### src/rtl/hazard_scoreboard_pkg.sv
// Shared types for the long-latency producer scoreboard: per-entry state
// encoding, entry record and the entry state transition function.
package hazard_scoreboard_pkg;

    localparam int unsigned SB_RD_W = 5;

    typedef enum logic [1:0] {
        SB_FREE = 2'd0,
        SB_PEND = 2'd1,
        SB_CMT  = 2'd2,
        SB_KILL = 2'd3
    } sb_state_e;

    typedef struct packed {
        sb_state_e          state;
        logic [SB_RD_W-1:0] rd;
    } sb_entry_t;

    // Completion outranks commit/flush; commit outranks flush on a PEND entry.
    function automatic sb_state_e sb_next_state(input sb_state_e cur,
                                                input logic      alloc,
                                                input logic      commit,
                                                input logic      flush,
                                                input logic      cpl);
        sb_state_e nxt;
        nxt = cur;
        unique case (cur)
            SB_FREE: if (alloc) nxt = SB_PEND;
            SB_PEND: begin
                if (cpl)         nxt = SB_FREE;
                else if (commit) nxt = SB_CMT;
                else if (flush)  nxt = SB_KILL;
            end
            SB_CMT,
            SB_KILL: if (cpl) nxt = SB_FREE;
            default: nxt = SB_FREE;
        endcase
        return nxt;
    endfunction

endpackage

### src/rtl/hazard_sb_entry.sv
// One scoreboard entry: state FSM, destination register and the busy
// comparisons against the decode-stage operands. Honours HAZARD_SB_CPL_BYPASS_EN.
module hazard_sb_entry
    import hazard_scoreboard_pkg::*;
#(
    parameter int unsigned REG_ADDR_W = 5,
    parameter int unsigned TAG_W      = 2,
    parameter int unsigned IDX        = 0
) (
    input  logic                  clk,
    input  logic                  rst_n,
    input  logic                  alloc,
    input  logic [REG_ADDR_W-1:0] alloc_rd,
    input  logic                  commit_valid,
    input  logic [TAG_W-1:0]      commit_tag,
    input  logic                  flush,
    input  logic                  cpl_valid,
    input  logic [TAG_W-1:0]      cpl_tag,
    input  logic [REG_ADDR_W-1:0] rs1_addr,
    input  logic [REG_ADDR_W-1:0] rs2_addr,
    input  logic [REG_ADDR_W-1:0] rd_addr,
    output logic                  free,
    output logic                  cpl_live,
    output logic                  cpl_discard,
    output logic                  rs1_match,
    output logic                  rs2_match,
    output logic                  rd_match
);

    sb_state_e             state_q;
    logic [REG_ADDR_W-1:0] rd_q;
    logic                  commit_hit;
    logic                  cpl_hit;
    logic                  held;
    logic                  busy;

    assign commit_hit = commit_valid && (commit_tag == TAG_W'(IDX));
    assign cpl_hit    = cpl_valid && (cpl_tag == TAG_W'(IDX));

    always_ff @(posedge clk or negedge rst_n) begin
        if (!rst_n) begin
            state_q <= SB_FREE;
            rd_q    <= '0;
        end else begin
            state_q <= sb_next_state(state_q, alloc, commit_hit, flush, cpl_hit);
            if (alloc && state_q == SB_FREE)
                rd_q <= alloc_rd;
        end
    end

    assign free        = (state_q == SB_FREE);
    assign cpl_live    = cpl_hit && !free;
    assign cpl_discard = cpl_hit && ((state_q == SB_KILL) || (state_q == SB_PEND && flush));
    assign held        = ((state_q == SB_PEND) || (state_q == SB_CMT)) && (rd_q != '0);

`ifdef HAZARD_SB_CPL_BYPASS_EN
    // Result is on the WB forward path this cycle, so release the hazard early.
    assign busy = held && !(cpl_live && !cpl_discard);
`else
    assign busy = held;
`endif

    assign rs1_match = busy && (rs1_addr == rd_q);
    assign rs2_match = busy && (rs2_addr == rd_q);
    assign rd_match  = busy && (rd_addr == rd_q);

endmodule

### src/rtl/hazard_scoreboard.sv
// Scoreboard for out-of-order completing long-latency producers: tag
// allocation, RAW/WAW/capacity stalls and flush-aware completion discard.
// Optional same-cycle busy release: HAZARD_SB_CPL_BYPASS_EN.
module hazard_scoreboard
    import hazard_scoreboard_pkg::*;
#(
    parameter int unsigned REG_ADDR_W  = 5,
    parameter int unsigned MAX_PENDING = 4,
    parameter int unsigned TAG_W       = $clog2(MAX_PENDING),
    parameter int unsigned CNT_W       = $clog2(MAX_PENDING + 1)
) (
    input  logic                  clk_i,
    input  logic                  rst_ni,
    input  logic                  id_valid_i,
    input  logic [REG_ADDR_W-1:0] id_rs1_addr_i,
    input  logic [REG_ADDR_W-1:0] id_rs2_addr_i,
    input  logic [REG_ADDR_W-1:0] id_rd_addr_i,
    input  logic                  id_is_rd_write_i,
    input  logic                  id_is_long_op_i,
    input  logic                  id_fire_i,
    output logic [TAG_W-1:0]      issue_tag_o,
    input  logic                  commit_valid_i,
    input  logic [TAG_W-1:0]      commit_tag_i,
    input  logic                  flush_i,
    input  logic                  cpl_valid_i,
    input  logic [TAG_W-1:0]      cpl_tag_i,
    output logic                  cpl_discard_o,
    output logic                  id_stall_o,
    output logic                  stall_raw_o,
    output logic                  stall_waw_o,
    output logic                  stall_full_o,
    output logic [CNT_W-1:0]      pending_cnt_o,
    output logic                  err_o
);

    logic [MAX_PENDING-1:0] ent_free, ent_live, ent_discard, ent_alloc;
    logic [MAX_PENDING-1:0] m_rs1, m_rs2, m_rd;
    logic                   any_free, alloc, cpl_err, dec;
    logic [REG_ADDR_W-1:0]  alloc_rd;

    assign any_free = |ent_free;

    always_comb begin
        issue_tag_o = '0;
        for (int unsigned i = MAX_PENDING; i > 0; i--)
            if (ent_free[i-1]) issue_tag_o = TAG_W'(i - 1);
    end

    assign alloc    = id_fire_i && id_is_long_op_i && !flush_i && any_free;
    assign alloc_rd = id_is_rd_write_i ? id_rd_addr_i : '0;

    for (genvar g = 0; g < MAX_PENDING; g++) begin : g_ent
        assign ent_alloc[g] = alloc && (issue_tag_o == TAG_W'(g));

        hazard_sb_entry #(
            .REG_ADDR_W (REG_ADDR_W),
            .TAG_W      (TAG_W),
            .IDX        (g)
        ) u_entry (
            .clk          (clk_i),
            .rst_n        (rst_ni),
            .alloc        (ent_alloc[g]),
            .alloc_rd     (alloc_rd),
            .commit_valid (commit_valid_i),
            .commit_tag   (commit_tag_i),
            .flush        (flush_i),
            .cpl_valid    (cpl_valid_i),
            .cpl_tag      (cpl_tag_i),
            .rs1_addr     (id_rs1_addr_i),
            .rs2_addr     (id_rs2_addr_i),
            .rd_addr      (id_rd_addr_i),
            .free         (ent_free[g]),
            .cpl_live     (ent_live[g]),
            .cpl_discard  (ent_discard[g]),
            .rs1_match    (m_rs1[g]),
            .rs2_match    (m_rs2[g]),
            .rd_match     (m_rd[g])
        );
    end

    // A completion that hits no live entry (FREE or out-of-range tag) is an error.
    assign dec           = cpl_valid_i && (|ent_live);
    assign cpl_err       = cpl_valid_i && !(|ent_live);
    assign cpl_discard_o = (|ent_discard) || cpl_err;

    assign stall_raw_o  = id_valid_i && (((id_rs1_addr_i != '0) && (|m_rs1)) ||
                                         ((id_rs2_addr_i != '0) && (|m_rs2)));
    assign stall_waw_o  = id_valid_i && id_is_rd_write_i && (id_rd_addr_i != '0) && (|m_rd);
    assign stall_full_o = id_valid_i && id_is_long_op_i && !any_free;
    assign id_stall_o   = stall_raw_o || stall_waw_o || stall_full_o;

    always_ff @(posedge clk_i or negedge rst_ni) begin
        if (!rst_ni) begin
            pending_cnt_o <= '0;
            err_o         <= 1'b0;
        end else begin
            if (alloc && !dec)
                pending_cnt_o <= pending_cnt_o + CNT_W'(1);
            else if (dec && !alloc)
                pending_cnt_o <= pending_cnt_o - CNT_W'(1);
            if (cpl_err)
                err_o <= 1'b1;
        end
    end

endmodule

### config.mk
export PLATFORM = sky130hd
export DESIGN_NAME = hazard_scoreboard
export DESIGN_NICKNAME = d
export VERILOG_FILES = /design/src/rtl/hazard_scoreboard_pkg.sv /design/src/rtl/hazard_sb_entry.sv /design/src/rtl/hazard_scoreboard.sv
export SDC_FILE = /design/constraint.sdc
export NUM_CORES = 1
export LEC_CHECK = 0
export ABC_CLOCK_PERIOD_IN_PS = 7520
export BUFFER_PORTS_ARGS = -buffer_cell sky130_fd_sc_hd__buf_4
export CORE_UTILIZATION = 38
export CTS_CLUSTER_DIAMETER = 80
export DETAILED_ROUTE_END_ITERATION = 10
export HOLD_SLACK_MARGIN = 0.1
export SLEW_MARGIN = 20
export SYNTH_ARGS = -nofsm -noshare
export SYNTH_HDL_FRONTEND = slang
export SYNTH_SLANG_ARGS = --single-unit
### constraint.sdc
create_clock -name clk_i -period 7.52 [get_ports clk_i]
set_input_delay 1.88 -clock clk_i [delete_from_list [all_inputs] [get_ports clk_i]]
set_output_delay 1.88 -clock clk_i [all_outputs]
set_load 0.02 [all_outputs]
Word-level counts from Yosys, hierarchy flattened --
Cells that the tools add are included.
Word-level totals: register bits after elaboration 32, output and inout bits 11
Cells by class: equality and inequality tests 45, reduce and logical (&&, ||, !) cells 109, add/subtract/negate cells 2, multiplexer cells 28
Operators by type and width (number):
- == test 5 bit | 12
- logical AND 1 bit | 59
- 2-to-1 mux 2 bit | 21
- nonzero test 5 bit | 7
- == test 2 bit, second input constant | 14
- case mux 2 bit (3 select lines) | 4
- OR reduction 4 bit | 6
- inequality test 2 x 1 -> 1 bit, second input constant | 8
- inequality test 4 x 2 -> 1 bit, second input constant | 4
- == test 2 x 1 -> 1 bit, second input constant | 7
- zero test 2 bit | 7
- logical OR 1 bit | 12
- AND reduction 3 bit | 4
- zero test 1 bit | 9
- OR reduction 2 bit | 4
- 2-to-1 mux 3 bit | 2
- 2-to-1 mux 5 bit | 1
- adder 3 x 1 -> 3 bit, second input constant | 1
- subtractor 3 x 1 -> 3 bit, second input constant | 1
- nonzero test 2 bit | 1

Logic depth before layout (Yosys ltp) --
word-level depth 10, gate-level depth with buffers 11

By module --
From an unflattened synthesis, not the netlist that was laid out.
Second synthesis, totals: cell total of the unflattened synthesis 282, area, all modules 2747.6 µm²
By module, submodules not included:
- hazard_sb_entry at g_ent[1].u_entry ... | cells each 56, instances 2, area each 581.8 µm²
- hazard_sb_entry at g_ent[0].u_entry | cells each 61, instances 1, area each 595.6 µm²
- hazard_sb_entry at g_ent[3].u_entry | cells each 58, instances 1, area each 576.8 µm²
- hazard_scoreboard | cells each 51, instances 1, area each 411.6 µm²

Worst setup path before layout --
Ideal clock, no wire load.
path kind input port to output port, start input id_rs2_addr_i[2], end output id_stall_o, cell stages on the path 7, required time 5.640 ns, slack 2.257 ns, arrival time 3.383 ns, cells stage by stage clkbuf_1 xor2_1 nor3_1 nand3_1 a21oi_1 o41a_1 or3_1
On the way: longest elaborated chain between the ends 8
Ends and longest elaborated chain:
- start, declared | RTL line hazard_scoreboard.sv:16 | input logic [REG_ADDR_W-1:0] id_rs2_addr_i,
- == test 5 bit | RTL line hazard_sb_entry.sv:64 | assign rs2_match = busy && (rs2_addr == rd_q);
- logical AND 1 bit | RTL line hazard_sb_entry.sv:64
- OR reduction 4 bit | RTL line hazard_scoreboard.sv:87 | ((id_rs2_addr_i != '0) && (|m_rs2)));
- logical AND 1 bit (*) | RTL line hazard_scoreboard.sv:87
- logical OR 1 bit (*) | RTL line hazard_scoreboard.sv:86 | assign stall_raw_o = id_valid_i && (((id_rs1_addr_i != '0) && (|m_rs1)) ||
- logical AND 1 bit (*) | RTL line hazard_scoreboard.sv:86
- net stall_raw_o | RTL line hazard_scoreboard.sv:29 | output logic stall_raw_o,
- logical OR 1 bit (*) (2 in series) | RTL line hazard_scoreboard.sv:90 | assign id_stall_o = stall_raw_o || stall_waw_o || stall_full_o;
- end, declared | RTL line hazard_scoreboard.sv:28 | output logic id_stall_o,
Mark *: on every way through the listed nets, which the timed path passes. The rest lies on a longest branch.

Final worst setup path --
start input id_rs2_addr_i[3], end output id_stall_o
On the way: longest elaborated chain between the ends 8
Ends and longest elaborated chain (RTL line):
- == test 5 bit | hazard_sb_entry.sv:64
- logical AND 1 bit | hazard_sb_entry.sv:64
- OR reduction 4 bit | hazard_scoreboard.sv:87
- logical AND 1 bit (*) | hazard_scoreboard.sv:87
- logical OR 1 bit (*) | hazard_scoreboard.sv:86
- logical AND 1 bit (*) | hazard_scoreboard.sv:86
- logical OR 1 bit (*) (2 in series) | hazard_scoreboard.sv:90
Every way passes the cells marked *; elsewhere a longest branch is shown, timed or not.

==> metrics.md <==
| Metric | Value |
|---|---|
| Share of layout cells above drive strength 1 | `16.07%` |
| CTS tree | `yes` |
| Avg WL per Cell | `approximately 16 um` |
| DP Worst Slack | `2.257 ns` |
| Fmax | `about 190 MHz` |
| Worst EP arrival | `between 3 and 4 ns` |
| Area after DPL | `about 2900 um2` |
| Synthesized area | `between 2000 and 3000 um2` |
| Async SR Flop Fraction | `100.0%` |
| Congestion Overflow GR | `0` |
| Largest net degree at the start of global routing | `33` |
| Design area | `3024 um2` |
| Worst setup path end | `id_stall_o` |
| Nets | `~380` |
| Endpoints failing setup | `0` |
| CP Class | `in2out` |
| Total chip power | `between 1 and 1.5 mW` |
| CP Capture Type | `output port` |
| N_diodes | `0` |
| Rel. slew slack | `between 60 and 70%` |
| Synth top area share | `30.96%` |
| Worst slew pin tran | `around 0.50 ns` |
| Most frequent cell after synthesis | `xor2_1` |
| Core area | `about 6500 um2` |
| Vias in the first global route | `2231` |
| Die H | `approximately 84 um` |
| Setup TNS | `0 ns` |
| Pre-Repair DR Iteration Count | `7` |
| Synth warnings | `0` |
| Resized cells post-CTS | `0` |
| Fin cells | `~410` |
| First-pass GRT wire length | `11210 um` |
| H-tree Lvls | `2` |
| Final WS setup | `2.227 ns` |
| VDD IR max | `roughly 0.00013 V` |
| Num CTS Buffers | `5` |
| Final Max Slew Viols | `0` |
| Post-route ant nets | `0` |
| Final WL | `between 6000 and 7000 um` |
| Starting Density | `~40%` |
| Cell taking the most area after synthesis | `dfrtp_1` |
| DRC viols | `5` |
| GPL Wtd Cong | `between 0.9 and 1` |
| Reg2reg path depth | `8` |
| Tcrit/Tclk final | `slightly above 70%` |
| Post-synth EDFFs | `0` |
| Outcome | `finished, violations left` |
| Critical Path RT | `between 5 and 6 ns` |
| Seq/Total Area, Yosys | `30.96%` |
| FP Rows | `29` |
| Post-synth top cells | `36 x xor2_1, 33 x nand2_1, 32 x dfrtp_1, 28 x o21ai_0, 27 x xnor2_1` |
| Ports | `39` |
| Worst reg2reg setup slack | `5.06 ns` |
| RSZ-0062 raised after global routing | `no` |
| Half-perimeter wire length after placement | `5125 um` |
| Static Leak | `roughly 1.4 nW` |
| DIE AREA | `about 7100 um2` |
| Syn-to-layout area delta | `16.93%` |
| Failing checks | `design-rule violations` |
| Total GRT Usage | `20.15%` |
| Dominant cells by area after synthesis | `dfrtp_1 31%, xor2_1 12%, xnor2_1 9.1%` |
| Worst setup path start | `id_rs2_addr_i[3]` |
| Routed vias | `around 2200` |
| Hold Path Class | `reg2reg` |
| Fin Clk Skew | `~0.0092 ns` |
| Clock Sinks | `32` |
| Synth cell types | `40` |
| Final Hold Violating Endpoints | `0` |
| Filler instances | `roughly 670` |
| Crit path max fanout | `4` |
| Crit Reg-Reg Endpoint | `pending_cnt_o[1]$_DFFE_PN0P_` |
| Post CTS Setup Buffer Count | `0` |
| R2r startpoint | `g_ent[3].u_entry.state_q[0]$_DFFE_PN0P_` |
| Post-Syn Instances | `roughly 300` |
| CTS root buffer | `clkbuf_8` |
| Maxcap violations | `0` |
| Ys flop type | `dfrtp_1` |
| Iteration-0 DRC count of the detailed router | `about 130` |
| Startpoint types | `input port` |
| Hold-fix buffers at CTS | `0` |
| Via-per-instance ratio | `5.356` |
| Initial antenna violation count | `0` |
| Clk Latency, worst-skew pair | `approximately 0.29 ns` |
| Syn Nets | `between 300 and 400` |
| # port buffers | `38` |
| Power per cell area | `between 300 and 400 nW/um2` |
| Die X | `84.50 um` |
| Fin crit period | `about 5.3 ns` |
| Avg Inst Size Synth | `~8.6 um2` |
| DP Cell Count | `405` |
| Yosys reg bits | `32` |
| Clk buf depth | `2` |
| Worst-path clk slew | `0.08 ns` |
==> final cells by class <==
class	count	area, um2	share of cell area [%]
Timing Repair Buffer	39	292.8	9.681
Tap cell	77	96.34	3.186
Clock buffer	7	86.33	2.855
Sequential cell	32	800.8	26.48
Inverter	19	71.32	2.358
Multi-Input combinational cell	238	1669	55.19
Clock inverter	1	7.507	0.2482
==> worst min-delay path by stage <==
stage	from	to	slack, ns	cells past startpoint
final	pending_cnt_o[2]$_DFFE_PN0P_	pending_cnt_o[2]$_DFFE_PN0P_	0.47	1
after global routing	err_o$_DFFE_PN0P_	err_o$_DFFE_PN0P_	0.49	1
after CTS	pending_cnt_o[2]$_DFFE_PN0P_	pending_cnt_o[2]$_DFFE_PN0P_	0.47	1
after detailed placement	err_o$_DFFE_PN0P_	err_o$_DFFE_PN0P_	0.45	1
after global placement	err_o$_DFFE_PN0P_	err_o$_DFFE_PN0P_	0.45	1
after floorplan	g_ent[2].u_entry.state_q[1]$_DFFE_PN0P_	g_ent[2].u_entry.state_q[1]$_DFFE_PN0P_	0.50	2
==> layout by cell type (no fill, tap or decap), types with 2 or more instances in the layout <==
cell type,Yosys,layout
o22ai_1,2,2
o21ai_1,3,3
a31oi_1,2,2
buf_4,0,39
nor2_1,9,9
nand3_1,17,17
xor2_1,36,36
clkbuf_8,0,6
nand2b_1,4,4
nand3b_1,3,3
mux2_2,2,2
dfrtp_1,32,32
a22oi_1,2,2
or4_1,4,4
o31ai_1,3,3
nor4_1,6,6
o21ai_0,28,28
o211ai_1,4,4
ha_1,18,18
a21oi_2,2,2
nor3_1,9,9
xnor2_1,27,27
nand2_1,33,33
a21oi_1,9,9
inv_1,19,19
==> per-layer routing <==
metal	share of wire (%)	track usage [%]	vias up
met3	6.7	3.736	14
met2	45	32.22	80
met4	2.3	7.858	0
met1	46	27.02	1019
met5	0	0	-
li1	-	-	1099
==> flip-flops by register name (all words and copies together), names as in the netlist <==
signal                 flops
g_ent.u_entry.rd_q        20
pending_cnt_o              3
err_o                      1
g_ent.u_entry.state_q      8
==> power by group <==
| part | total [mW] | switching [mW] | internal (mW) | leakage, nW |
|---|---|---|---|---|
| clock | 0.145 | 0.0709 | 0.0745 | 0.0445 |
| combinational | 0.582 | 0.298 | 0.284 | 0.913 |
| sequential | 0.372 | 0.124 | 0.249 | 0.397 |
==> kinds of logic after synthesis <==
family | after synthesis | synth area share (%)
AOI/OAI and AO/OA | 62 | 14.56
adders and majority gates | 19 | 9.483
muxes | 4 | 2.129
DFF | 32 | 30.96
xor gates and xnor gates | 63 | 21.34
buffers and inverters | 31 | 4.500
and+or+nand+nor | 90 | 17.03
==> per-stage QoR <==
stage          utilization (%)  hold slack [ns]
3_3_place_gp             45.37           0.4521
6_report                 46.82           0.4698
2_1_floorplan                -           0.4995
5_1_grt                  46.82           0.4941
3_5_place_dp             45.37           0.4535
4_1_cts                  46.82           0.4738
==> critical path, stage by stage <==
cell and delay, ns:
buf_4 0.12, xor2_1 0.16, nor3_1 0.08, nand3_1 0.08, a21oi_1 0.07, o41a_1 0.48
or3_1 0.38, buf_4 0.16
Note: power is estimated with default switching activity, not from simulation.
